**src/rtl/agc_fetch.sv**
```systemverilog
// agc_fetch: instruction fetch stage in front of the decoder.
// Holds the program counter, keeps at most one read outstanding to instruction
// memory, buffers one word for decode (plus a one-entry skid word while
// decode is stalled), and squashes fetches on redirect or halt.
module agc_fetch #(
    parameter int                ADDR_W   = 12,
    parameter logic [ADDR_W-1:0] RESET_PC = 12'o4000
) (
    input  logic              clock,
    input  logic              rst_l,
    output logic              imem_req,
    output logic [ADDR_W-1:0] imem_addr,
    input  logic              imem_ack,
    input  logic [14:0]       imem_rdata,
    output logic [14:0]       instr_D,
    output logic [ADDR_W-1:0] pc_D,
    output logic              instr_valid_D,
    input  logic              decode_ready,
    input  logic              redirect,
    input  logic [ADDR_W-1:0] redirect_pc,
    input  logic              halt,
    output logic              halted
);

    typedef enum logic [1:0] {
        S_RUN,
        S_DRAIN,
        S_BLOCKED,
        S_HALTED
    } state_t;

    state_t            state_q, state_d;
    logic [ADDR_W-1:0] fetch_pc_q, fetch_pc_d;
    logic              req_q, req_d;
    logic [ADDR_W-1:0] addr_q, addr_d;
    logic [14:0]       out_instr_q, out_instr_d;
    logic [ADDR_W-1:0] out_pc_q, out_pc_d;
    logic              out_valid_q, out_valid_d;
    logic [14:0]       skid_instr_q, skid_instr_d;
    logic [ADDR_W-1:0] skid_pc_q, skid_pc_d;
    logic              halt_pend_q, halt_pend_d;
    logic              halted_q, halted_d;
    logic [ADDR_W-1:0] pc_inc;
    logic              pending;

    // Sequential PC (wraps naturally at the top of the address space) and a
    // flag for a read that is still waiting for its ack.
    assign pc_inc  = fetch_pc_q + {{(ADDR_W-1){1'b0}}, 1'b1};
    assign pending = req_q && !imem_ack;

    // Next-state logic: halt beats redirect, redirect beats ack/consume.
    always_comb begin
        state_d      = state_q;
        fetch_pc_d   = fetch_pc_q;
        req_d        = req_q;
        addr_d       = addr_q;
        out_instr_d  = out_instr_q;
        out_pc_d     = out_pc_q;
        out_valid_d  = out_valid_q;
        skid_instr_d = skid_instr_q;
        skid_pc_d    = skid_pc_q;
        halt_pend_d  = halt_pend_q;
        halted_d     = halted_q;

        if (decode_ready) begin
            out_valid_d = 1'b0;
        end

        case (state_q)
            S_RUN: begin
                if (halt) begin
                    out_valid_d = 1'b0;
                    if (pending) begin
                        state_d     = S_DRAIN;
                        halt_pend_d = 1'b1;
                    end else begin
                        state_d  = S_HALTED;
                        req_d    = 1'b0;
                        halted_d = 1'b1;
                    end
                end else if (redirect) begin
                    out_valid_d = 1'b0;
                    fetch_pc_d  = redirect_pc;
                    if (pending) begin
                        state_d = S_DRAIN;
                    end else begin
                        req_d  = 1'b1;
                        addr_d = redirect_pc;
                    end
                end else if (!req_q) begin
                    req_d  = 1'b1;
                    addr_d = fetch_pc_q;
                end else if (imem_ack) begin
                    if (!out_valid_q || decode_ready) begin
                        out_instr_d = imem_rdata;
                        out_pc_d    = addr_q;
                        out_valid_d = 1'b1;
                        fetch_pc_d  = pc_inc;
                        addr_d      = pc_inc;
                    end else begin
                        skid_instr_d = imem_rdata;
                        skid_pc_d    = addr_q;
                        state_d      = S_BLOCKED;
                        req_d        = 1'b0;
                    end
                end
            end

            S_BLOCKED: begin
                if (halt) begin
                    out_valid_d = 1'b0;
                    state_d     = S_HALTED;
                    halted_d    = 1'b1;
                end else if (redirect) begin
                    out_valid_d = 1'b0;
                    fetch_pc_d  = redirect_pc;
                    state_d     = S_RUN;
                    req_d       = 1'b1;
                    addr_d      = redirect_pc;
                end else if (decode_ready) begin
                    out_instr_d = skid_instr_q;
                    out_pc_d    = skid_pc_q;
                    out_valid_d = 1'b1;
                    fetch_pc_d  = pc_inc;
                    state_d     = S_RUN;
                    req_d       = 1'b1;
                    addr_d      = pc_inc;
                end
            end

            S_DRAIN: begin
                out_valid_d = 1'b0;
                if (halt) begin
                    halt_pend_d = 1'b1;
                end else if (redirect && !halt_pend_q) begin
                    fetch_pc_d = redirect_pc;
                end
                if (imem_ack) begin
                    if (halt_pend_d) begin
                        state_d  = S_HALTED;
                        req_d    = 1'b0;
                        halted_d = 1'b1;
                    end else begin
                        state_d = S_RUN;
                        req_d   = 1'b1;
                        addr_d  = fetch_pc_d;
                    end
                end
            end

            S_HALTED: begin
                out_valid_d = 1'b0;
                req_d       = 1'b0;
                halted_d    = 1'b1;
            end

            default: begin
                state_d = S_RUN;
            end
        endcase
    end

    // State and output registers; reset may land mid-request and aborts it.
    always_ff @(posedge clock or negedge rst_l) begin
        if (!rst_l) begin
            state_q      <= S_RUN;
            fetch_pc_q   <= RESET_PC;
            req_q        <= 1'b0;
            addr_q       <= RESET_PC;
            out_instr_q  <= '0;
            out_pc_q     <= '0;
            out_valid_q  <= 1'b0;
            skid_instr_q <= '0;
            skid_pc_q    <= '0;
            halt_pend_q  <= 1'b0;
            halted_q     <= 1'b0;
        end else begin
            state_q      <= state_d;
            fetch_pc_q   <= fetch_pc_d;
            req_q        <= req_d;
            addr_q       <= addr_d;
            out_instr_q  <= out_instr_d;
            out_pc_q     <= out_pc_d;
            out_valid_q  <= out_valid_d;
            skid_instr_q <= skid_instr_d;
            skid_pc_q    <= skid_pc_d;
            halt_pend_q  <= halt_pend_d;
            halted_q     <= halted_d;
        end
    end

    assign imem_req      = req_q;
    assign imem_addr     = addr_q;
    assign instr_D       = out_instr_q;
    assign pc_D          = out_pc_q;
    assign instr_valid_D = out_valid_q;
    assign halted        = halted_q;

endmodule

```
**config.mk**
```make
export PLATFORM = sky130hd
export DESIGN_NAME = agc_fetch
export DESIGN_NICKNAME = d
export VERILOG_FILES = /design/src/rtl/agc_fetch.sv
export SDC_FILE = /design/constraint.sdc
export NUM_CORES = 1
export LEC_CHECK = 0
export CAP_MARGIN = 20
export CORE_MARGIN = 2
export CORE_UTILIZATION = 55
export DETAILED_ROUTE_END_ITERATION = 8
export HOLD_SLACK_MARGIN = 0.08
export PLACE_DENSITY = 0.81
export REMOVE_ABC_BUFFERS = 1
export SLEW_MARGIN = 20
export SYNTH_ARGS = -nofsm -noshare
export SYNTH_HDL_FRONTEND = slang
export SYNTH_SLANG_ARGS = --single-unit
export TNS_END_PERCENT = 30
```
**constraint.sdc**
```tcl
create_clock -name clock -period 2.25 [get_ports clock]
set_input_delay 0.675 -clock clock [delete_from_list [all_inputs] [get_ports clock]]
set_output_delay 0.675 -clock clock [all_outputs]
set_load 0.01 [all_outputs]
```
==> flow_summary.toml, run 1 <==
[setup_path]
crit_top_cell = "buf_4"
reg2reg_from = "state_q[0]"
slowest_delay_ns = 0.51
path_cells = "clkdlybuf4s50_1, buf_4, nor2_2, buf_4, a21boi_4, clkbuf_16, nor2_1, a21oi_1"
critPathKind = "in2reg"
cp_data_required_time_ns = 2.53
critPathSlowestCell = "clkdlybuf4s50_1"
cp.arrival_ns = 2.47
start_kind = "input port"
timing.rr.end = "pc_D[11]"
reg2reg_depth = 9
cp_max_fo = 13
rrSetupSlack_ns = 0.14
crit_path_end_kind = "register"

[cts]
cts_buffer_depth = 2
clkTransAtPathRegs_ns = 0.10
htree_levels = 3
clk_latency_ns = 0.37
clockRootBuffer = "clkbuf_8"
numCtsBuffers = 9
cts_tree = "built"
postCtsSetupRepairBufs = 0
cts_sinks = 84

[floorplanning]
die_width_um = 98.5
die_h_um = 98.5
core_area_um2 = 8680
ios = 75
dieArea_um2 = 9710
initial_core_util = 0.566
rows = 34

[drt]
drtPass1Iterations = 5
wl_met2_mm = 6.85
wl_met3_mm = 1.18
top_layer_used = "met4"
avgRoutedWirePerCell_um = 19.4
drc = 0
vias = 4710
wl_met1_mm = 6.17
wl_mm = 14.5
drt-initial-drc-count = 318
ant_nets = 0
via_per_inst = 6.29

[layout]
utilization = 0.748
fillers = 616
drive_gt1_frac = 0.214
multi_input_area_um2 = 2630
diodes = 0
finalNonFillerCells = 749
final_nets = 674
fin_area_um2 = 6490
regArea_um2 = 2110
area_growth_pct = 32.0

[yosys]
synth_top_area_frac = 0.417
ys_types = 62
synth_edf_count = 0
synth.most_common_cell = "dfrtp_1"
synth_seq_area_share = 0.428
synth_top_area_cell = "dfrtp_1"
synthArstFlopShare = 1.00
synth_common_cells = "dfrtp_1, a21oi_1, nor2_1, nand2_1, mux2i_1"
yosys_warnings = 0
synth_area_um2 = 4920
syn_inst = 521
synth_seq_cells = 84
yosys-top-cells-area = "dfrtp_1, mux2i_1, mux2_2"
synth_top_flop_cell = "dfrtp_1"
postSynthAreaPerCell_um2 = 9.44

[timing]
hold_ws_ns = 0.207
slew_headroom = 0.679
max_freq_mhz = 457
hold_viol_final = 0
fin_ws_ns = 0.0615
post-route-period-util = 0.973
timing.setup.tns_ns = 0
worstMarginPinSlew_ns = 0.476
fin_skew_ns = 0.0150
setup_viol = 0
rsz0062_at_grt = "false"
slew_viol_final = 0
min_period_ns = 2.19

[grt]
grt_max_degree = 55
antenna_found_initial = 0
grtUsageTotal = 0.292
grt_pass1_vias = 4624
grt_pass1_wl_mm = 22.9
overflow = 0

[placed_design]
place_ws_ns = -0.371
place.gp.congestion = 0.955
dp.cells = 731
dp_hpwl_mm = 10.3
port_buffers = 74
placed_area_um2 = 6210

[run]
maxCapViolations = 0

[hold_path]
hold_path.class = "in2async"

[power_and_ir_drop]
p_leak_nw = 2.76
peakVddDrop_uv = 903
power_per_cell_area_nw_per_um2 = 1360
power_mw = 8.86

[run_status]
status = "completed"
layer usage:
layer  track usage  vias to the layer above
met1         0.399                     2264
met2         0.479                      254
li1              -                     2158
met4        0.0780                        0
met5             0                        -
met3        0.0589                       34
timing repair:
item | 4_1_cts | 5_1_grt
hold buffers | 0 | 0
resized for setup | 1 | 14
setup endpoints to repair | 1 | 32
pin swaps | 0 | 1
cloned | 0 | 2
critical path, delay by kind of cell:
family | cells | cell delay, ns
buffers and inverters | 4 | 1.11
AO/OA/AOI/OAI | 2 | 0.45
AND/OR/NAND/NOR | 2 | 0.23
flip-flops by register name, indices dropped and copies added, names as in the netlist:
register,flops
instr_valid_D,1
pc_D,12
skid_pc_q,12
halted,1
state_q,2
imem_req,1
halt_pend_q,1
instr_D,15
skid_instr_q,15
fetch_pc_q,12
imem_addr,12
power breakdown:
part           switching, mW  internal (mW)  leakage, nW
logic                   2.73           2.57         1.64
clock network          0.596          0.409       0.0755
registers              0.495           2.06         1.04
total                   3.82           5.04         2.76
worst max-delay path by stage:
stage,start,to,slack (ns),depth (start not counted)
5_1_grt,halt,imem_addr[11],0.02,8
3_5_place_dp,redirect,fetch_pc_q[1],-0.37,9
4_1_cts,redirect,fetch_pc_q[4],0.02,9
3_3_place_gp,redirect,imem_addr[7],-0.32,9
6_report,halt,pc_D[11],0.06,8
2_1_floorplan,state_q[0],instr_D[0],-2.02,6
placed cells by master, fill, tap and decap left out, drive strengths merged, types with 11 or more instances in the layout:
cell type | synthesis | routed
a21oi | 51 | 51
buf | 16 | 71
clkbuf | 26 | 12
clkdlybuf4s50 | 0 | 72
dfrtp | 82 | 82
inv | 14 | 16
mux2 | 29 | 29
mux2i | 33 | 33
nand2 | 35 | 35
nand2b | 11 | 11
nand3 | 18 | 18
nor2 | 43 | 43
nor3 | 12 | 12
o21ai | 28 | 28
kinds of logic after synthesis:
family / after synthesis / share of synthesized area
adders and majority gates: 5 / 0.0127
DFF: 84 / 0.428
and+or+nand+nor: 146 / 0.144
xor gates and xnor gates: 8 / 0.0143
buffers and inverters: 56 / 0.0473
muxes: 62 / 0.134
AOI/OAI and AO/OA: 160 / 0.220
layout make-up:
class | count | share of cell area
clock buffers | 10 | 0.0197
clock inverters | 6 | 0.00733
inverters | 14 | 0.00810
multi-input cells | 381 | 0.406
flip-flops and latches | 84 | 0.325
well taps | 108 | 0.0208
repair buffers | 146 | 0.214
Note: power is estimated with default switching activity, not from simulation.
==> inputs of run 2 (changes only) <==
--- a/config.mk
+++ b/config.mk
@@ -9,6 +9,7 @@
 export CORE_MARGIN = 2
 export CORE_UTILIZATION = 55
 export DETAILED_ROUTE_END_ITERATION = 8
+export GPL_TIMING_DRIVEN = 0
 export HOLD_SLACK_MARGIN = 0.08
 export PLACE_DENSITY = 0.81
 export REMOVE_ABC_BUFFERS = 1
==> constraint.sdc (replaced) <==
create_clock -name clock -period 2.4 [get_ports clock]
set_input_delay 0.72 -clock clock [delete_from_list [all_inputs] [get_ports clock]]
set_output_delay 0.72 -clock clock [all_outputs]
set_load 0.01 [all_outputs]
==> run 2 against run 1 <==
Compared with the run above:
- worst hold slack gained 0.068 ns
- combinational power shrank 18%
- register-to-register slack lost 0.04 ns
- sequential share of layout area grew 2.0 points
- highest routed layer unchanged
- clock power grew 4%
- critical path depth shrank 3
==> flow_summary.toml, run 2 (synthesis results as in run 1) <==
[timing]
hold_viol_final = 0
rsz0062_at_grt = "true"
post-route-period-util = 0.986
setup_viol = 0
slew_viol_final = 0
fin_ws_ns = 0.0333
max_freq_mhz = 423
min_period_ns = 2.37
fin_skew_ns = 0.00863
slew_headroom = 0.574
worstMarginPinSlew_ns = 0.639

[setup_path]
reg2reg_from = "state_q[0]"
start_kind = "input port"
rrSetupSlack_ns = 0.10
cp.arrival_ns = 2.61
timing.rr.end = "state_q[1]"
cp_max_fo = 27
cp_data_required_time_ns = 2.64
crit_path_end_kind = "register"
critPathKind = "in2reg"
reg2reg_depth = 7
critPathLaunch = "decode_ready"

[layout]
final_nets = 612
drive_gt1_frac = 0.143
fillers = 649
multi_input_area_um2 = 2740
layout_commonest_cell = "dfrtp_1"
fin_area_um2 = 6110
area_growth_pct = 24.3
regArea_um2 = 2110
diodes = 0
final_cell_mix = "dfrtp_1, clkdlybuf4s50_1, a21oi_1"

[power_and_ir_drop]
p_comb_frac = 0.552
swShare = 0.437
p_leak_nw = 2.48
peakVddDrop_uv = 933
switchingPower_mw = 3.46
power_per_cell_area_nw_per_um2 = 1300
seq_power_share = 0.316
clockPowerShare = 0.132
power.internal_mw = 4.46

[drt]
wl_mm = 13.0
drtPass1Iterations = 5
avgRoutedWirePerCell_um = 19.0
vias = 4446
ant_nets = 0
drt-initial-drc-count = 361
drc = 0
via_per_inst = 6.47

[placed_design]
place.gp.congestion = 0.891
dp_hpwl_mm = 8.32
port_buffers = 74
placed_area_um2 = 5730
place_ws_ns = -1.24

[grt]
overflow = 0
grtUsageTotal = 0.267
antenna_found_initial = 0
grt_pass1_vias = 4252
grt_max_degree = 60
grt_pass1_wl_mm = 21.1

[cts]
htree_levels = 3
cts_buffer_depth = 2
cts_tree = "built"
holdBufCountCts = 0
clk_latency_ns = 0.35
clkTransAtPathRegs_ns = 0.09
cts_sinks = 84
numCtsBuffers = 9
clockRootBuffer = "clkbuf_8"

[floorplanning]
core_area_um2 = 8680
rows = 34
dieArea_um2 = 9710
die_width_um = 98.5
ios = 75
die_h_um = 98.5
initial_core_util = 0.566

[run]
maxCapViolations = 0

[hold_path]
hold_path.class = "in2async"

[run_status]
status = "completed"
## run 2: worst max path at each step
stage	to	cells past startpoint
after floorplan	instr_D[0]	6
after global placement	instr_D[10]	6
after detailed placement	imem_addr[3]	4
after CTS	state_q[1]	7
after global routing	skid_instr_q[12]	5
final	skid_instr_q[6]	5
## run 2: layout make-up
cell class / instances / area share
clock buffers: 10 / 0.0209
clock inverters: 6 / 0.0117
inverters: 14 / 0.00860
multi-input cells: 382 / 0.448
flip-flops and latches: 84 / 0.345
well taps: 108 / 0.0221
repair buffers: 83 / 0.144
## run 2: power groups by stage
stage          Clock [mW]  Sequential [mW]  Combinational [mW]
6_report             1.05             2.50                4.37
5_1_grt              1.12             2.59                4.73
4_1_cts              1.06             2.48                4.20
3_5_place_dp            0             2.50                4.02
3_3_place_gp            0             2.47                3.90
2_1_floorplan           0             2.56                2.37
## run 2: metrics by stage
| stage | setup TNS [ns] | cells | hold slack [ns] | utilization | power, mW |
|---|---|---|---|---|---|
| floorplan | -59.16 | 479 | 0.424 | - | 4.93 |
| global placement | -395.50 | 661 | 0.458 | 0.647 | 6.37 |
| detailed placement | -52.73 | 665 | 0.465 | 0.660 | 6.53 |
| CTS | 0 | 684 | 0.276 | 0.697 | 7.74 |
| global route | -0.239 | 687 | 0.289 | 0.704 | 8.44 |
| finish | 0 | 687 | 0.275 | 0.704 | 7.92 |
## run 2: critical path, stage by stage
cell	delay, ns
clkdlybuf4s50_1	0.51
nand2b_2	0.30
nor2_1	0.24
nand3_4	0.38
mux2_2	0.44
## run 2: timing repair
action	4_1_cts	5_1_grt
gates resized for setup	20	8
pin swaps	1	1
setup endpoints to repair	67	45
setup buffers	3	2
cloned	0	1
## run 2: layer usage
| metal | share of wire | vias up | GRT usage |
|---|---|---|---|
| met3 | 0.094 | 39 | 0.0454 |
| met5 | 0 | - | 0 |
| met4 | 0.026 | 0 | 0.115 |
| met2 | 0.46 | 240 | 0.428 |
| met1 | 0.42 | 2129 | 0.361 |
| li1 | - | 2038 | - |
==> patch (config.mk and constraints of run 2) <==
The 4 states of `state_t` get a one-hot encoding in 4 bits.
--- a/src/rtl/agc_fetch.sv
+++ b/src/rtl/agc_fetch.sv
@@ -23,9 +23,9 @@
 );
 
-    typedef enum logic [1:0] {
-        S_RUN,
-        S_DRAIN,
-        S_BLOCKED,
-        S_HALTED
+    typedef enum logic [3:0] {
+        S_RUN     = 4'b0001,
+        S_DRAIN   = 4'b0010,
+        S_BLOCKED = 4'b0100,
+        S_HALTED  = 4'b1000
     } state_t;
 
Behaviour: same outputs for any inputs over 4 cycles, from zero or initial values and one cycle with rst_l low; so few cycles prove little.
==> patch against run 2 <==
- sequential cell count is 2 higher
- non-clock buffer count is 7 higher
- worst setup slack better by 26 ps
- design area is 1.1% lower
- register-to-register slack worse by 40 ps
- power is 9.7% lower
- wire length is 2.9% lower
- first-iteration DRC count is 25% lower
- area after synthesis is 0.38% higher
- clock skew is 3.1 ps higher
- final cell count is 0.15% lower
- critical endpoint is now fetch_pc_q[9]
==> patch: results (changes against run 2) <==
stage,metric,value,unit,change
timing,slew_headroom,49.6,%,was 57.4%
routing,drt-initial-drc-count,272,,was 361
routing,wirelength,12700,µm,was 13000 µm
worst_setup_path,reg2reg_slack,60,ps,was 100 ps
routing,via_count,4251,,was 4446
place,pre_cts_ws,-1020,ps,was -1240 ps
worst_setup_path,rr_startpoint,state_q[0],,unchanged
pwr,ir_drop,0.677,mV,was 0.933 mV
place,place_area,0.00564,mm²,was 0.00573 mm²
logic_synthesis,yosys-top-cells-count,"83 x dfrtp_1, 51 x nand2_1, 49 x nor2_1, 35 x o21ai_0, 34 x mux2i_1",,"was 82 x dfrtp_1, 50 x a21oi_1, 43 x nor2_1, 35 x nand2_1, 33 x mux2i_1"
timing,clock_skew,11.8,ps,was 8.63 ps
clock_network,cts.repair.resized,26,,was 20
global_routing,grt_pass1_vias,4136,,was 4252
place,gp_congestion,0.887,,was 0.891
pwr,leakage,2.50,nW,was 2.48 nW
logic_synthesis,muxShareOfSynthArea,13.1,%,was 13.4%
clock_network,post_cts_buffers,1,,was 3
logic_synthesis,synth-adder-area-share,0.254,%,was 1.27%
place,placed_cells,660,,was 665
worst_setup_path,reg2reg_depth,6,,was 7
cells_and_area,drive_above_1_share,17.1,%,was 14.3%
cells_and_area,fin_cells,686,,was 687
logic_synthesis,synth_area_leaders,"dfrtp_1 42%, mux2i_1 6.9%, mux2_2 6.2%",,"was dfrtp_1 42%, mux2i_1 6.7%, mux2_2 6.6%"
logic_synthesis,synth_xor_area_share,3.55,%,was 1.43%
global_routing,track_usage,26.5,%,was 26.7%
worst_setup_path,slowest_stage,dfstp_4,,was clkdlybuf4s50_1
logic_synthesis,seq_area_frac_synth,43.7,%,was 42.8%
timing,finalWorstSetupSlack,59.7,ps,was 33.3 ps
status,status,"finished, final reports clean",,unchanged
worst_setup_path,max_stage_delay,720,ps,was 510 ps
clock_network,htree_levels,3,,unchanged
global_routing,grt_pass1_wl,20700,µm,was 21100 µm
worst_setup_path,worstPathArrival,2630,ps,was 2610 ps
logic_synthesis,yosysUniqueCellTypes,66,,was 62
worst_setup_path,crit_fanout,12,,was 27
logic_synthesis,avgSynthCellArea,9.71,µm²,was 9.44 µm²
place,dp_hpwl,7860,µm,was 8320 µm
global_routing,grt_max_degree,58,,was 60
## patch: per-layer routing
metal,GRT usage [%],share of wire (%),wire length [µm]
met1,37.2,42,5310
met2,41.8,48,6020
met3,5.04,8.4,1060
met4,8.64,2.2,281
met5,0,0,0
## patch: worst min-delay path by stage
stage | to | slack (ps) | cells past startpoint
floorplan | fetch_pc_q[0] | 420 | 0
global placement | halted | 460 | 2
detailed placement | halted | 460 | 2
CTS | pc_D[11] | 290 | 1
global route | instr_D[3] | 310 | 1
finish | instr_D[3] | 280 | 1
## patch: cell type report
| class | instances | area [µm²] |
|---|---|---|
| timing repair buffer | 90 | 862 |
| clock inverter | 6 | 68.8 |
| tap | 108 | 135 |
| clock buffer | 10 | 128 |
| inverter | 9 | 35.0 |
| multi-input combinational | 377 | 2640 |
| sequential | 86 | 2170 |
| fill | 671 | 2680 |
## patch: report_power, final
part	switching (mW)	internal, mW	leakage [nW]
registers	0.589	2.00	1.06
logic	1.83	1.69	1.34
clock network	0.559	0.489	0.0973
total	2.98	4.17	2.50
